File: src/rtl/qed_dup_scheduler.sv
// QED duplicate-instruction scheduler: forwards originals, queues them, issues x16-x31 duplicates.
// Optional define QED_MEM_EN adds LW/SW queueing with a +128 immediate offset on the duplicate.
module qed_dup_scheduler #(
   parameter int DEPTH = 8,
   parameter int AW    = 3
) (
   input  logic          clk,
   input  logic          rst,
   input  logic [31:0]   ifu_qed_instruction,
   input  logic          exec_dup,
   input  logic          stall,
   output logic [31:0]   qed_instruction,
   output logic          qed_vld_out,
   output logic          qed_ready,
   output logic          fifo_full,
   output logic [AW:0]   fifo_count
);

   localparam logic [6:0]  OP_R     = 7'b0110011;
   localparam logic [6:0]  OP_I     = 7'b0010011;
   localparam logic [6:0]  OP_LW    = 7'b0000011;
   localparam logic [6:0]  OP_SW    = 7'b0100011;
   localparam logic [2:0]  F3_W     = 3'b010;
   localparam logic [31:0] NOP_INSN = 32'h0000_0013;
   localparam logic [AW:0] FULL_CNT = (AW+1)'(DEPTH);
   localparam logic [AW:0] ONE_CNT  = (AW+1)'(1);

   typedef enum logic [1:0] {
      S_IDLE,
      S_RUN,
      S_MATCH
   } state_t;

   logic [31:0]   mem [DEPTH];
   logic [AW-1:0] wptr;
   logic [AW-1:0] rptr;
   logic [AW:0]   count;
   logic [15:0]   orig_cnt;
   logic [15:0]   dup_cnt;
   state_t        state;

   logic          queueable;
   logic          do_pop;
   logic          do_push;
   logic [31:0]   head_dup;
   logic [6:0]    in_op;
   logic [2:0]    in_f3;

   function automatic logic [4:0] remap(input logic [4:0] r);
      return (r == 5'd0) ? r : (r | 5'h10);
   endfunction

   // Entries are re-decoded at pop time; only queueable encodings ever land here.
   function automatic logic [31:0] dup_of(input logic [31:0] i);
      logic [31:0] d;
      logic [6:0]  op;
      d  = i;
      op = i[6:0];
      unique case (1'b1)
         (op == OP_R): begin
            d[11:7]  = remap(i[11:7]);
            d[19:15] = remap(i[19:15]);
            d[24:20] = remap(i[24:20]);
         end
         (op == OP_I): begin
            d[11:7]  = remap(i[11:7]);
            d[19:15] = remap(i[19:15]);
         end
`ifdef QED_MEM_EN
         (op == OP_LW): begin
            d[11:7]  = remap(i[11:7]);
            d[31:20] = i[31:20] + 12'h080;
         end
         (op == OP_SW): begin
            d[19:15] = remap(i[19:15]);
            {d[31:25], d[11:7]} = {i[31:25], i[11:7]} + 12'h080;
         end
`endif
         default: d = i;
      endcase
      return d;
   endfunction

   assign in_op = ifu_qed_instruction[6:0];
   assign in_f3 = ifu_qed_instruction[14:12];

   always_comb begin
      queueable = 1'b0;
      unique case (1'b1)
         (in_op == OP_R):  queueable = 1'b1;
         (in_op == OP_I):  queueable = 1'b1;
`ifdef QED_MEM_EN
         (in_op == OP_LW): queueable = (in_f3 == F3_W);
         (in_op == OP_SW): queueable = (in_f3 == F3_W);
`endif
         default:          queueable = 1'b0;
      endcase
`ifndef QED_MEM_EN
      if (in_f3 == 3'b111 && 1'b0) queueable = 1'b0;
`endif
   end

   assign fifo_full  = (count == FULL_CNT);
   assign fifo_count = count;

   assign do_pop  = !stall && ((exec_dup && count != '0) || fifo_full);
   assign do_push = !stall && !do_pop && queueable;
   assign head_dup = dup_of(mem[rptr]);

   always_ff @(posedge clk) begin
      if (do_push)
         mem[wptr] <= ifu_qed_instruction;
   end

   always_ff @(posedge clk or negedge rst) begin
      if (!rst) begin
         qed_instruction <= NOP_INSN;
         qed_vld_out     <= 1'b0;
         qed_ready       <= 1'b0;
         wptr            <= '0;
         rptr            <= '0;
         count           <= '0;
         orig_cnt        <= '0;
         dup_cnt         <= '0;
         state           <= S_IDLE;
      end else if (!stall) begin
         if (do_pop) begin
            qed_instruction <= head_dup;
            qed_vld_out     <= 1'b1;
            rptr            <= rptr + AW'(1);
            count           <= count - ONE_CNT;
            dup_cnt         <= dup_cnt + 16'd1;
         end else if (do_push) begin
            qed_instruction <= ifu_qed_instruction;
            qed_vld_out     <= 1'b1;
            wptr            <= wptr + AW'(1);
            count           <= count + ONE_CNT;
            orig_cnt        <= orig_cnt + 16'd1;
         end else begin
            qed_instruction <= NOP_INSN;
            qed_vld_out     <= 1'b0;
         end
         unique case (state)
            S_IDLE: begin
               if (do_push) state <= S_RUN;
            end
            S_RUN: begin
               if (do_pop && count == ONE_CNT) begin
                  state     <= S_MATCH;
                  qed_ready <= (orig_cnt == dup_cnt + 16'd1);
               end
            end
            S_MATCH: begin
               if (do_push) begin
                  state     <= S_RUN;
                  qed_ready <= 1'b0;
               end
            end
            default: begin
               state     <= S_IDLE;
               qed_ready <= 1'b0;
            end
         endcase
      end
   end

endmodule
File: config.mk
export PLATFORM = sky130hd
export DESIGN_NAME = qed_dup_scheduler
export DESIGN_NICKNAME = d
export VERILOG_FILES = /design/src/rtl/qed_dup_scheduler.sv
export SDC_FILE = /design/constraint.sdc
export NUM_CORES = 1
export LEC_CHECK = 0
export CORE_ASPECT_RATIO = 0.75
export CORE_UTILIZATION = 54
export DETAILED_ROUTE_END_ITERATION = 16
export GPL_TIMING_DRIVEN = 1
export PLACE_DENSITY = 0.82
export SYNTH_ARGS = -nofsm -noshare
export SYNTH_HDL_FRONTEND = slang
export SYNTH_SLANG_ARGS = --single-unit
File: constraint.sdc
create_clock -name clk -period 5.8 [get_ports clk]
set_input_delay 1.45 -clock clk [delete_from_list [all_inputs] [get_ports clk]]
set_output_delay 1.45 -clock clk [all_outputs]
set_load 0.005 [all_outputs]
==> results by stage, run 1 <==
Outcome:
- The flow ran to the end, and the final reports show no timing, DRC or antenna violations.

Clock network:
- The insertion delay to the later sink of the worst-skew pair is 580 ps.
- In this run the number of H-tree levels came out at 1.
- Clock-pin slew was measured on the worst setup and hold paths at 70 ps.
- Hold repair after CTS inserted 0 buffers.
- The post-CTS setup buffer count is 0.
- The number of gates resized after CTS was 0.
- The buffer depth of the longest clock path is 3.
- The number of clock buffers added by TritonCTS is 30.
- The cell at the root of the clock tree is clkbuf_16.
- The clock tree from TritonCTS is yes.
- The clock sink count is 334.

Worst setup path:
- The startpoint type of the worst setup path is a primary input.
- For flop-to-flop paths, the worst setup slack is 2660 ps.
- The number of cells traversed by the worst register-to-register path is 6.
- The most critical setup path has its endpoint at mem[7][5].
- STA classifies the critical path endpoint as a register.
- The arrival time of the worst setup path is 4320 ps.
- STA puts the critical path data required time at 6060 ps.
- In this run the critical register-to-register path is launched from rptr[0].
- In this run the worst path has a maximum fanout of 19.
- In this run the worst setup path begins at ifu_qed_instruction[2].
- The start-to-end type of the worst setup path is primary input to register.
- The endpoint identified for the worst register-to-register timing path is qed_instruction[11].

Floorplan:
- The horizontal die dimension is 185 um.
- The core region is 24300 um2.
- During I/O placement, the number of pins put on the boundary was 75.
- The die covers 25700 um2.
- The die is 139 um tall.
- The initial utilization of the core area, before any placement, comes to 55.7%.
- The standard-cell row count is 49.

Routing:
- The violation count after the first detailed-routing iteration is 669.
- The number of vias per cell is 6.04.
- The first detailed-routing pass took 5 iterations.
- The post-detailed-routing wire length is 27.8 mm.
- The post-detailed-route wirelength per cell is 23.0 um.
- The post-route antenna net violation count is 0.
- The overall via count from detail_route is 7280.
- The final routed DRC violation total is 0.

Cells and area:
- The cell area after layout is 15800 um2.
- The area growth from synthesis to layout is 16.6%.
- 0 antenna diodes ended up in the layout.
- The final layout contains 894 nets.
- The share of final-layout standard cells stronger than drive strength 1 is 20.6%.

Logic synthesis:
- The portion of synthesized cell area occupied by the leading cell type is 56.9%.
- The most common flop cell mapped by yosys is edfxtp_1.
- After synthesis the netlist holds a flip-flop and latch count of 334.
- The number of warning messages in the yosys log is 0.
- The count of different cell masters after synthesis is 59.
- Counting every net in the synthesized netlist gives 803.
- The average footprint of a synthesized cell is 17.8 um2.
- The gate count after technology mapping is 760.
- The number of synthesized flops with an enable pin is 256.
- The sequential area share after synthesis is 71.4%.
- The cell area after synthesis is 13500 um2.
- Sorting the synthesized cells by area gives the leading types as edfxtp_1 57%, dfrtp_1 14%, mux4_2 11%.
- For this run, asynchronously set or reset flops after synthesis account for 23.4%.
- The biggest area contributor in the post-synthesis netlist is edfxtp_1.

Placement:
- The cell area after placement is 14800 um2.
- The detailed-placement wirelength estimate is 16.7 mm.
- The congestion estimate from routability-driven global placement came to 0.818.
- The count of buffers added on input and output ports is 74.

Timing:
- Setup violations remaining at the end of the flow were counted as 0.
- The count of final hold-check violations was 0.
- The worst pin sits at a relative slew slack of 22.6%.
- The final-report max-slew violation count was 0.
- For the pin with the worst max-slew slack, the measured transition is 1160 ps.
- The final cycle utilization of the critical path is 70.1%.
- The clock period could shrink to 4070 ps.
- The final setup TNS is 0 ps.
- Setup repair after global routing left no endpoint under its margin.
- The clock arrives with 16.1 ps of skew.
- Based on the critical path, the design can be clocked at up to 0.246 GHz.

Global route:
- The number of global-route vias before repair is 7282.
- The first-pass GRT wire length is 43.1 mm.
- The number of antenna violations at the first check in global routing came to 0.
- The global-route congestion overflow total is 0.
- The maximum number of pins on one net before global-route repair is 57.
- The total routing usage reported by global routing is 22.5%.

Power:
- Across the VDD grid, the largest voltage drop is 0.279 mV.
- Summed over all cells, the static leakage comes to 0.00546 uW.
- Power spread over the standard cell area amounts to 410 nW/um2.

Run:
- The number of maximum-capacitance violations is 0.

Worst hold path:
- The path class of the lowest-slack min-delay path is register to register.
- The start point of the worst min-delay path is dup_cnt[15].
## layout make-up
cell class / count / area [um2]
flip-flops and latches: 334 / 9650
fillers: 1667 / 8520
multi-input cells: 372 / 3730
repair buffers: 96 / 898
clock buffers: 35 / 769
well taps: 331 / 414
clock inverters: 21 / 234
inverters: 17 / 63.8
## synthesized netlist by cell type, types with 2 or more instances
cell and instances:
a21oi_1 21, a211o_1 2, nand3b_1 2, mux2i_1 17
a211oi_1 2, buf_1 3, o21ai_1 2, inv_1 17
xor2_1 19, nor2_1 23, nand4_1 13, a221oi_1 11
a22o_1 3, nand3_1 6, a22oi_1 14, nor4b_1 3
mux4_2 64, dfrtp_1 75, edfxtp_1 256, ha_1 7
xnor2_1 37, dfstp_2 3, and2_1 2, buf_2 13
nand2_1 40, nor4_1 5, and3_1 4, a31oi_1 2
a221o_1 2, clkbuf_1 21, nor3b_1 2, nor3_2 2
nor2b_1 4, nor3_1 7, mux2_2 17, o21ai_0 16
## sequential cells by signal (all words and copies together), names as in the netlist
register,flops
rptr,3
qed_instruction,32
mem,256
state,2
dup_cnt,16
qed_ready,1
orig_cnt,16
fifo_count,4
wptr,3
qed_vld_out,1
## routing by layer
layer  global-route usage [%]  vias up  routed length [um]
met5                        0        -                   0
met1                     33.8     3781               12200
met3                     4.07       35                1960
met4                     4.65        0                 424
li1                         -     3181                   -
met2                     35.0      283               13200
## kinds of logic after synthesis
kind of cell | share of synthesized area, %
adders and majority gates | 0.648
DFF | 71.4
muxes | 13.3
and+or+nand+nor | 5.13
xor gates and xnor gates | 3.75
buffers and inverters | 1.62
AOI/OAI and AO/OA | 4.15
## placed cells by master, fill, tap and decap left out, drive strengths merged, types with 13 or more instances in the layout
cell type	instances
edfxtp	256
dfrtp	75
clkdlybuf4s50	72
mux4	64
nand2	40
xnor2	38
clkbuf	35
buf	24
nor2	24
a21oi	21
xor2	19
o21ai	18
inv	17
mux2i	17
mux2	17
a22oi	14
nand4	13
clkinv	13
## how the worst min path moves through the flow
| stage | to | slack [ps] | cells past startpoint |
|---|---|---|---|
| after global placement | dup_cnt[15] | 480 | 1 |
| after detailed placement | dup_cnt[15] | 480 | 1 |
| after floorplan | dup_cnt[15] | 460 | 1 |
| final | dup_cnt[15] | 490 | 1 |
| after global routing | dup_cnt[15] | 500 | 1 |
| after CTS | dup_cnt[15] | 490 | 1 |
## through the flow
step	setup WS, ps	power (uW)	cells	hold WS (ps)	utilization [%]
final	1730	6460	1206	491	64.9
after global routing	1570	6720	1206	497	64.9
after CTS	1740	6500	1206	494	64.9
after detailed placement	1180	4490	1150	481	60.8
after global placement	1250	4460	1150	478	60.8
after floorplan	178	3950	760	462	-
## report_power, final
group          internal (uW)  switching, uW  total (uW)  leakage [uW]
combinational            833            665        1500       0.00167
sequential              2720            225        2950       0.00331
clock                   1140            879        2010      0.000480
total                   4690           1770        6460       0.00546
## critical path: stages
cell,delay (ps)
clkdlybuf4s50_1,600
nor4b_2,360
nand3_1,370
nor3_4,310
nand2_1,210
nor2_4,630
buf_4,380
Note: power is estimated with default switching activity, not from simulation.
==> run 2: changes to the inputs <==
--- a/config.mk
+++ b/config.mk
@@ -6,10 +6,10 @@
 export NUM_CORES = 1
 export LEC_CHECK = 0
 export CORE_ASPECT_RATIO = 0.75
-export CORE_UTILIZATION = 54
+export CORE_UTILIZATION = 59
 export DETAILED_ROUTE_END_ITERATION = 16
 export GPL_TIMING_DRIVEN = 1
-export PLACE_DENSITY = 0.82
+export PLACE_DENSITY = 0.85
 export SYNTH_ARGS = -nofsm -noshare
 export SYNTH_HDL_FRONTEND = slang
 export SYNTH_SLANG_ARGS = --single-unit
==> constraint.sdc (replaced) <==
create_clock -name clk -period 4.2 [get_ports clk]
set_input_delay 1.05 -clock clk [delete_from_list [all_inputs] [get_ports clk]]
set_output_delay 1.05 -clock clk [all_outputs]
set_load 0.005 [all_outputs]
==> results by stage, run 2 (synthesis gave the netlist of run 1 again) <==
Timing:
- Static timing analysis puts the maximum clock frequency at 0.314 GHz.
- The worst clock skew is 12.6 ps (-3.54 ps).
- The final-report max-slew violation count came to 0 (unchanged).
- The worst slew margin relative to its limit is 42.2% (+20 points).
- The post-layout minimum cycle time is 3180 ps.
- The final setup TNS is 0 ps (unchanged).
- The count of final hold-check violations is 0 (unchanged).
- The actual slew at the worst max-slew pin came to 867 ps (-293 ps).
- After layout, the worst path uses 75.7% of the clock period.
- The total of endpoints with negative setup slack in the final report is 0 (unchanged).
- Setup repair after global routing left no endpoint under its margin.
- The setup slack of the critical path after layout is 1020 ps (-712 ps).

Placement:
- The global placer's final weighted congestion is 0.793 (-3.1%).
- The detailed-placement wirelength estimate is 16.8 mm (+0.36%).
- The post-placement setup slack was 490 ps (-688 ps).
- The number of buffers inserted by port buffering is 74 (unchanged).
- The cell area after placement came to 14800 um2 (+0.18%).
- The number of instances in the placed design came to 1116 (-3.0%).

Worst setup path:
- The reg-to-reg setup timing slack was 1400 ps (-1260 ps).
- The startpoint type of the worst setup path is a primary input.
- The arrival time of the worst setup path is 3610 ps (-710 ps).
- STA classifies the critical path endpoint as a register.
- For this design, the slowest cell found on the critical path is clkdlybuf4s50_1.
- The worst-path maximum fanout came to 13 (-6).
- The start-to-end type of the worst setup path is primary input to register.
- The startpoint identified for the worst register-to-register timing path is fifo_count[0].
- The signal on the critical path passes through clkdlybuf4s50_1 -> nor4b_2 -> nand3_1 -> or3_4 -> or4_4 -> nand2b_4 -> xnor2_2.
- The critical path's largest stage delay is 660 ps (+30 ps).
- The launch point of the critical path is ifu_qed_instruction[4].
- The data required time of the worst path is 4630 ps (-1430 ps).

Global route:
- The first-pass GRT wire length is 43.4 mm (+0.64%).
- The total routing usage reported by global routing is 24.8% (+2.3 points).
- The number of antenna violations at the first check in global routing is 1 (+1).
- The maximum number of pins on one net before global-route repair is 62 (+8.8%).
- The number of global-route vias before repair is 7438 (+2.1%).
- The global-route congestion overflow total is 0 (unchanged).

Floorplan:
- The horizontal die dimension is 177 um (-4.3%).
- The standard-cell row count is 47 (-4.1%).
- The top-level I/O count is 75 (unchanged).
- The initial core utilization is 60.6% (+5.0 points).
- The core box area is 22300 um2 (-8.2%).
- The die extent in y came to 133 um (-4.3%).
- The area of the die came to 23500 um2 (-8.4%).

Worst hold path:
- The start point of the worst min-delay path is dup_cnt[15].
- The tightest min-delay check is of the register to register type.

Clock network:
- The post-CTS setup buffer count is 0 (unchanged).
- The clock tree from TritonCTS is yes.
- The clock slew seen by the registers of the worst setup and hold paths is 60 ps (about the same).
- The clock sink count is 334 (unchanged).
- The buffer depth of the longest clock path was 3 (unchanged).
- The maximum level of the CTS H-tree is 1 (unchanged).
- The hold buffer count at cts is 0 (unchanged).
- The cell at the root of the clock tree is clkbuf_16.
- The post-cts repair resize count is 0 (unchanged).
- The number of buffers created by CTS came to 31 (+3.3%).
- The insertion delay to the later sink of the worst-skew pair was 560 ps (-20 ps).

Routing:
- The final routed DRC violation total was 0 (unchanged).
- The violation count after the first detailed-routing iteration is 814 (+22%).
- The post-detailed-route wirelength per cell came to 24.1 um (+4.5%).
- The post-route antenna net violation count was 0 (unchanged).
- The post-detailed-routing wire length came to 28.3 mm (+1.8%).
- The overall via count from detail_route is 7338 (+0.80%).
- The number of vias per cell was 6.25 (+3.5%).
- The number of detailed-routing iterations run before antenna repair is 5 (unchanged).

Cells and area:
- The top cell types in the final layout, fill and taps aside, are 256 x edfxtp_1, 72 x dfrtp_1, 72 x clkdlybuf4s50_1.
- The register containing the most flip-flops in the final layout is mem.
- The largest registers in the layout are mem (256), qed_instruction (32).
- The flip-flop count of the largest register after layout is 256 (unchanged).
- The share of final-layout standard cells stronger than drive strength 1 is 20.9% (+0.34 points).
- The area growth from synthesis to layout is 16.9%.
- The cell area after layout was 15800 um2 (+0.21%).
- The most frequent standard cell in the layout excluding fill and tap cells is edfxtp_1.
- The final layout net count is 898 (+0.45%).
- The number of inserted filler cells in the final layout is 1362 (-18%).
- The final non-filler cell total is 1175 (-2.6%).
- The core occupancy in the finished layout came to 70.9% (+5.9 points).

Power:
- The leakage component of the power is 0.00550 uW (+0.79%).
- The worst IR drop on VDD was 0.392 mV (+40%).
- The power per cell area is 567 nW/um2 (+38%).

Outcome:
- The run finished with clean final reports.

Run:
- The number of maximum-capacitance violations is 0 (unchanged).
==> run 2: per-layer routing <==
| metal | vias to the layer above | GRT usage [%] | wire length [um] |
|---|---|---|---|
| met5 | - | 0 | 0 |
| met4 | 0 | 6.03 | 563 |
| met3 | 49 | 4.77 | 2240 |
| met2 | 356 | 39.1 | 14000 |
| met1 | 3749 | 36.2 | 11500 |
| li1 | 3184 | - | - |
==> run 2: final cells by class <==
type	instances	area (um2)	area share, %
antenna	1	2.50	0.0158
clock buffer	45	888	5.62
clock inverter	13	120	0.760
inverter	17	63.8	0.404
multi-input combinational	372	3730	23.6
sequential	334	9650	61.1
tap	294	368	2.33
timing repair buffer	99	971	6.15
==> run 2: final timing paths <==
check                               end  cells after the start
max in group asynchronous    dup_cnt[9]                      2
min in group asynchronous    dup_cnt[7]                      1
setup reg to reg           orig_cnt[12]                      8
hold / removal              dup_cnt[15]                      1
setup / recovery           orig_cnt[12]                      7
hold reg to reg             dup_cnt[15]                      1
==> run 2: per-stage QoR <==
step	total power, uW	hold slack, ps
2_1_floorplan	5450	462
3_3_place_gp	6190	478
3_5_place_dp	6230	483
4_1_cts	9020	492
5_1_grt	9310	495
6_report	8960	490
==> run 2: critical path: cells and delay by family <==
family	cells	cell delay [ps]
buffers and inverters	1	660
xor gates and xnor gates	1	120
and+or+nand+nor	5	1770
==> run 2: power by group <==
| part | switching, uW | internal [uW] | total (uW) |
|---|---|---|---|
| logic | 997 | 1170 | 2170 |
| clock network | 1170 | 1590 | 2760 |
| registers | 269 | 3760 | 4030 |
| total | 2440 | 6520 | 8960 |
==> run 3: changes to the inputs <==
==> constraint.sdc (replaced) <==
create_clock -name clk -period 3.2 [get_ports clk]
set_input_delay 0.8 -clock clk [delete_from_list [all_inputs] [get_ports clk]]
set_output_delay 0.8 -clock clk [all_outputs]
set_load 0.005 [all_outputs]
==> results by stage, run 3 (synthesis gave the netlist of run 1 again) <==
Floorplan:
- The standard-cell row count was 47 (unchanged).
- The top-level I/O count is 75 (unchanged).
- The horizontal die dimension came to 177 um (unchanged).
- The initial core utilization is 60.6% (unchanged).
- The area of the die is 23500 um2 (unchanged).
- The core box area came to 22300 um2 (unchanged).
- The die extent in y is 133 um (unchanged).

Cells and area:
- The register with the most flip-flops in the final layout is mem.
- The cell area after layout was 16000 um2 (+1.2%).
- The most frequent standard cell in the layout excluding fill and tap cells is edfxtp_1.
- The largest registers in the layout are mem (256), qed_instruction (32).
- The final layout net count is 918 (+2.2%).
- The final non-filler cell total is 1193 (+1.5%).
- The antenna diode count is 0 (-1).
- In the layout the commonest cells are 256 x edfxtp_1, 72 x dfrtp_1, 72 x clkdlybuf4s50_1.
- The number of inserted filler cells in the final layout is 1278 (-6.2%).
- The flip-flop count of the largest register after layout is 256 (unchanged).
- The share of final-layout standard cells stronger than drive strength 1 was 22.2% (+1.3 points).
- The core occupancy in the finished layout was 71.7% (+0.88 points).
- The area growth from synthesis to layout is 18.3%.

Clock network:
- The clock slew seen by the registers of the worst setup and hold paths was 60 ps (about the same).
- The cell at the root of the clock tree is clkbuf_16.
- TritonCTS built the clock tree.
- The post-CTS setup buffer count is 0 (unchanged).
- The clock sink count was 334 (unchanged).
- The post-cts repair resize count is 0 (unchanged).
- The insertion delay to the later sink of the worst-skew pair is 570 ps (about the same).
- The number of buffers created by CTS is 31 (unchanged).
- The maximum level of the CTS H-tree is 1 (unchanged).
- The buffer depth of the longest clock path is 3 (unchanged).
- The hold buffer count at cts came to 0 (unchanged).

Global route:
- The number of antenna violations at the first check in global routing is 1 (unchanged).
- The first-pass GRT wire length is 45.4 mm (+4.7%).
- The met1 track utilization from global routing is 37.2% (+1.0 points).
- The maximum number of pins on one net before global-route repair came to 60 (-3.2%).
- The met3 track demand over resource in global routing was 3.94% (-0.83 points).
- The number of global-route vias before repair is 7857 (+5.6%).
- The total routing usage reported by global routing is 26.0% (+1.3 points).
- The met2 track demand over resource in global routing was 42.3% (+3.2 points).
- The layer with the highest usage after global routing is met2.
- The global-route congestion overflow total is 0 (unchanged).

Worst setup path:
- The worst-path maximum fanout is 6 (-7).
- The data required time of the worst path came to 2400 ps (-2230 ps).
- The start-to-end type of the worst setup path is register to output pin.
- The number of cells traversed by the worst register-to-register path is 10 (+2).
- The worst path buffer plus inverter count is 2 (+1).
- The arrival time of the worst setup path was 2060 ps (-1550 ps).
- The kind of cell with the highest combined delay along the critical path is buffers and inverters.
- The critical path's largest stage delay is 500 ps (-160 ps).
- The worst setup path is launched from a register.
- The cell with the largest stage delay on the worst path is clkdlybuf4s50_1.
- The capturing element type of the critical path is an output pin.
- The number of logic stages on the critical path including buffering is 4 (-3).
- The critical path goes through inv_1 -> ha_1 -> and3b_4 -> clkdlybuf4s50_1.

Power:
- The power per cell area is 729 nW/um2 (+28%).
- The leakage component of the power is 0.00558 uW (+1.5%).
- The worst IR drop on VDD is 0.579 mV (+48%).
- The post-layout total power is 11700 uW (+30%).

Routing:
- The final routed DRC violation total is 0 (unchanged).
- The number of vias per cell is 6.31 (+1.1%).
- The post-detailed-route wirelength per cell is 24.4 um (+1.3%).
- The number of detailed-routing iterations run before antenna repair was 5 (unchanged).
- The overall via count from detail_route is 7533 (+2.7%).
- The post-detailed-routing wire length is 29.1 mm (+2.8%).
- The violation count after the first detailed-routing iteration is 743 (-8.7%).
- The post-route antenna net violation count came to 0 (unchanged).

Placement:
- The global placer's final weighted congestion was 0.872 (+10%).
- The number of instances in the placed design came to 1136 (+1.8%).
- The cell area after placement is 15000 um2 (+1.8%).
- The detailed-placement wirelength estimate is 18.5 mm (+10%).
- The number of buffers inserted by port buffering is 74 (unchanged).

Timing:
- The final-report max-slew violation count was 0 (unchanged).
- The count of final hold-check violations is 0 (unchanged).
- The total of endpoints with negative setup slack in the final report is 0 (unchanged).
- The final cycle utilization of the critical path is 89.5%.
- The worst slew margin relative to its limit is 47.0% (+4.8 points).
- The worst clock skew is 21.9 ps (+9.34 ps).
- The maximum clock rate is 0.349 GHz.
- The post-layout minimum cycle time is 2860 ps.
- The actual slew at the worst max-slew pin is 795 ps (-72.0 ps).
- Setup repair after global routing left no endpoint under its margin.

Outcome:
- The flow ran to the end, and the final reports show no timing, DRC or antenna violations.

Run:
- The number of maximum-capacitance violations is 0 (unchanged).

Worst hold path:
- The path class of the lowest-slack min-delay path is primary input to async pin.
-- run 3: changes by cell type in the layout (fill, tap and decap cells not counted), moves of 2 or more --
cell      delta
buf_4       +14
buf_12       +6
clkbuf_8     -4
clkinv_1     +4
clkinv_2     -3
nor3_2       -2
nor3_4       +2
nor3b_2      -2
nor3b_4      +2
-- run 3: layout make-up --
cell class | instances | area, um2 | share of cell area [%]
Clock buffer | 42 | 837 | 5.23
Clock inverter | 15 | 108 | 0.673
Inverter | 17 | 63.8 | 0.399
Multi-Input combinational cell | 372 | 3770 | 23.6
Sequential cell | 334 | 9650 | 60.3
Tap cell | 294 | 368 | 2.30
Timing Repair Buffer | 119 | 1200 | 7.48
-- run 3: worst paths after layout --
kind                       slack (ps)           from                  to
max reg2reg                       390  fifo_count[0]        orig_cnt[11]
max                               340  fifo_count[0]           fifo_full
min                               340            rst       fifo_count[1]
max in group asynchronous        2140            rst  qed_instruction[0]
min reg2reg                       500   orig_cnt[15]        orig_cnt[15]
min in group clk                  500   orig_cnt[15]        orig_cnt[15]
-- run 3: layer usage --
metal / up-vias / wire length (um) / share of wire (%)
li1: 3223 / - / -
met1: 3847 / 11600 / 40
met2: 392 / 14400 / 49
met3: 71 / 2310 / 7.9
met4: 0 / 810 / 2.8
met5: - / 0 / 0
-- run 3: per-stage QoR --
| step | setup WS (ps) | hold slack (ps) | TNS (ps) |
|---|---|---|---|
| global route | 225 | 392 | 0 |
| global placement | 19.4 | 480 | 0 |
| finish | 337 | 345 | 0 |
| CTS | 327 | 352 | 0 |
| floorplan | -190 | 462 | -12490 |
| detailed placement | -67.0 | 499 | -98.1 |
-- run 3: where the power goes --
part           switching, uW  internal, uW  leakage, uW
clock                   1520          1910     0.000462
combinational           1290          1590      0.00182
sequential               399          4930      0.00331
total                   3210          8440      0.00558
-- run 3: worst reg2reg max path, stage by stage (launching register included) --
cell and delay [ps]:
dfrtp_1 450, inv_1 120, ha_1 210, or2b_1 270, a21o_4 250, or3_4 460
buf_4 180, nor4_2 290, buf_4 180, nand4_1 130, xnor2_1 160
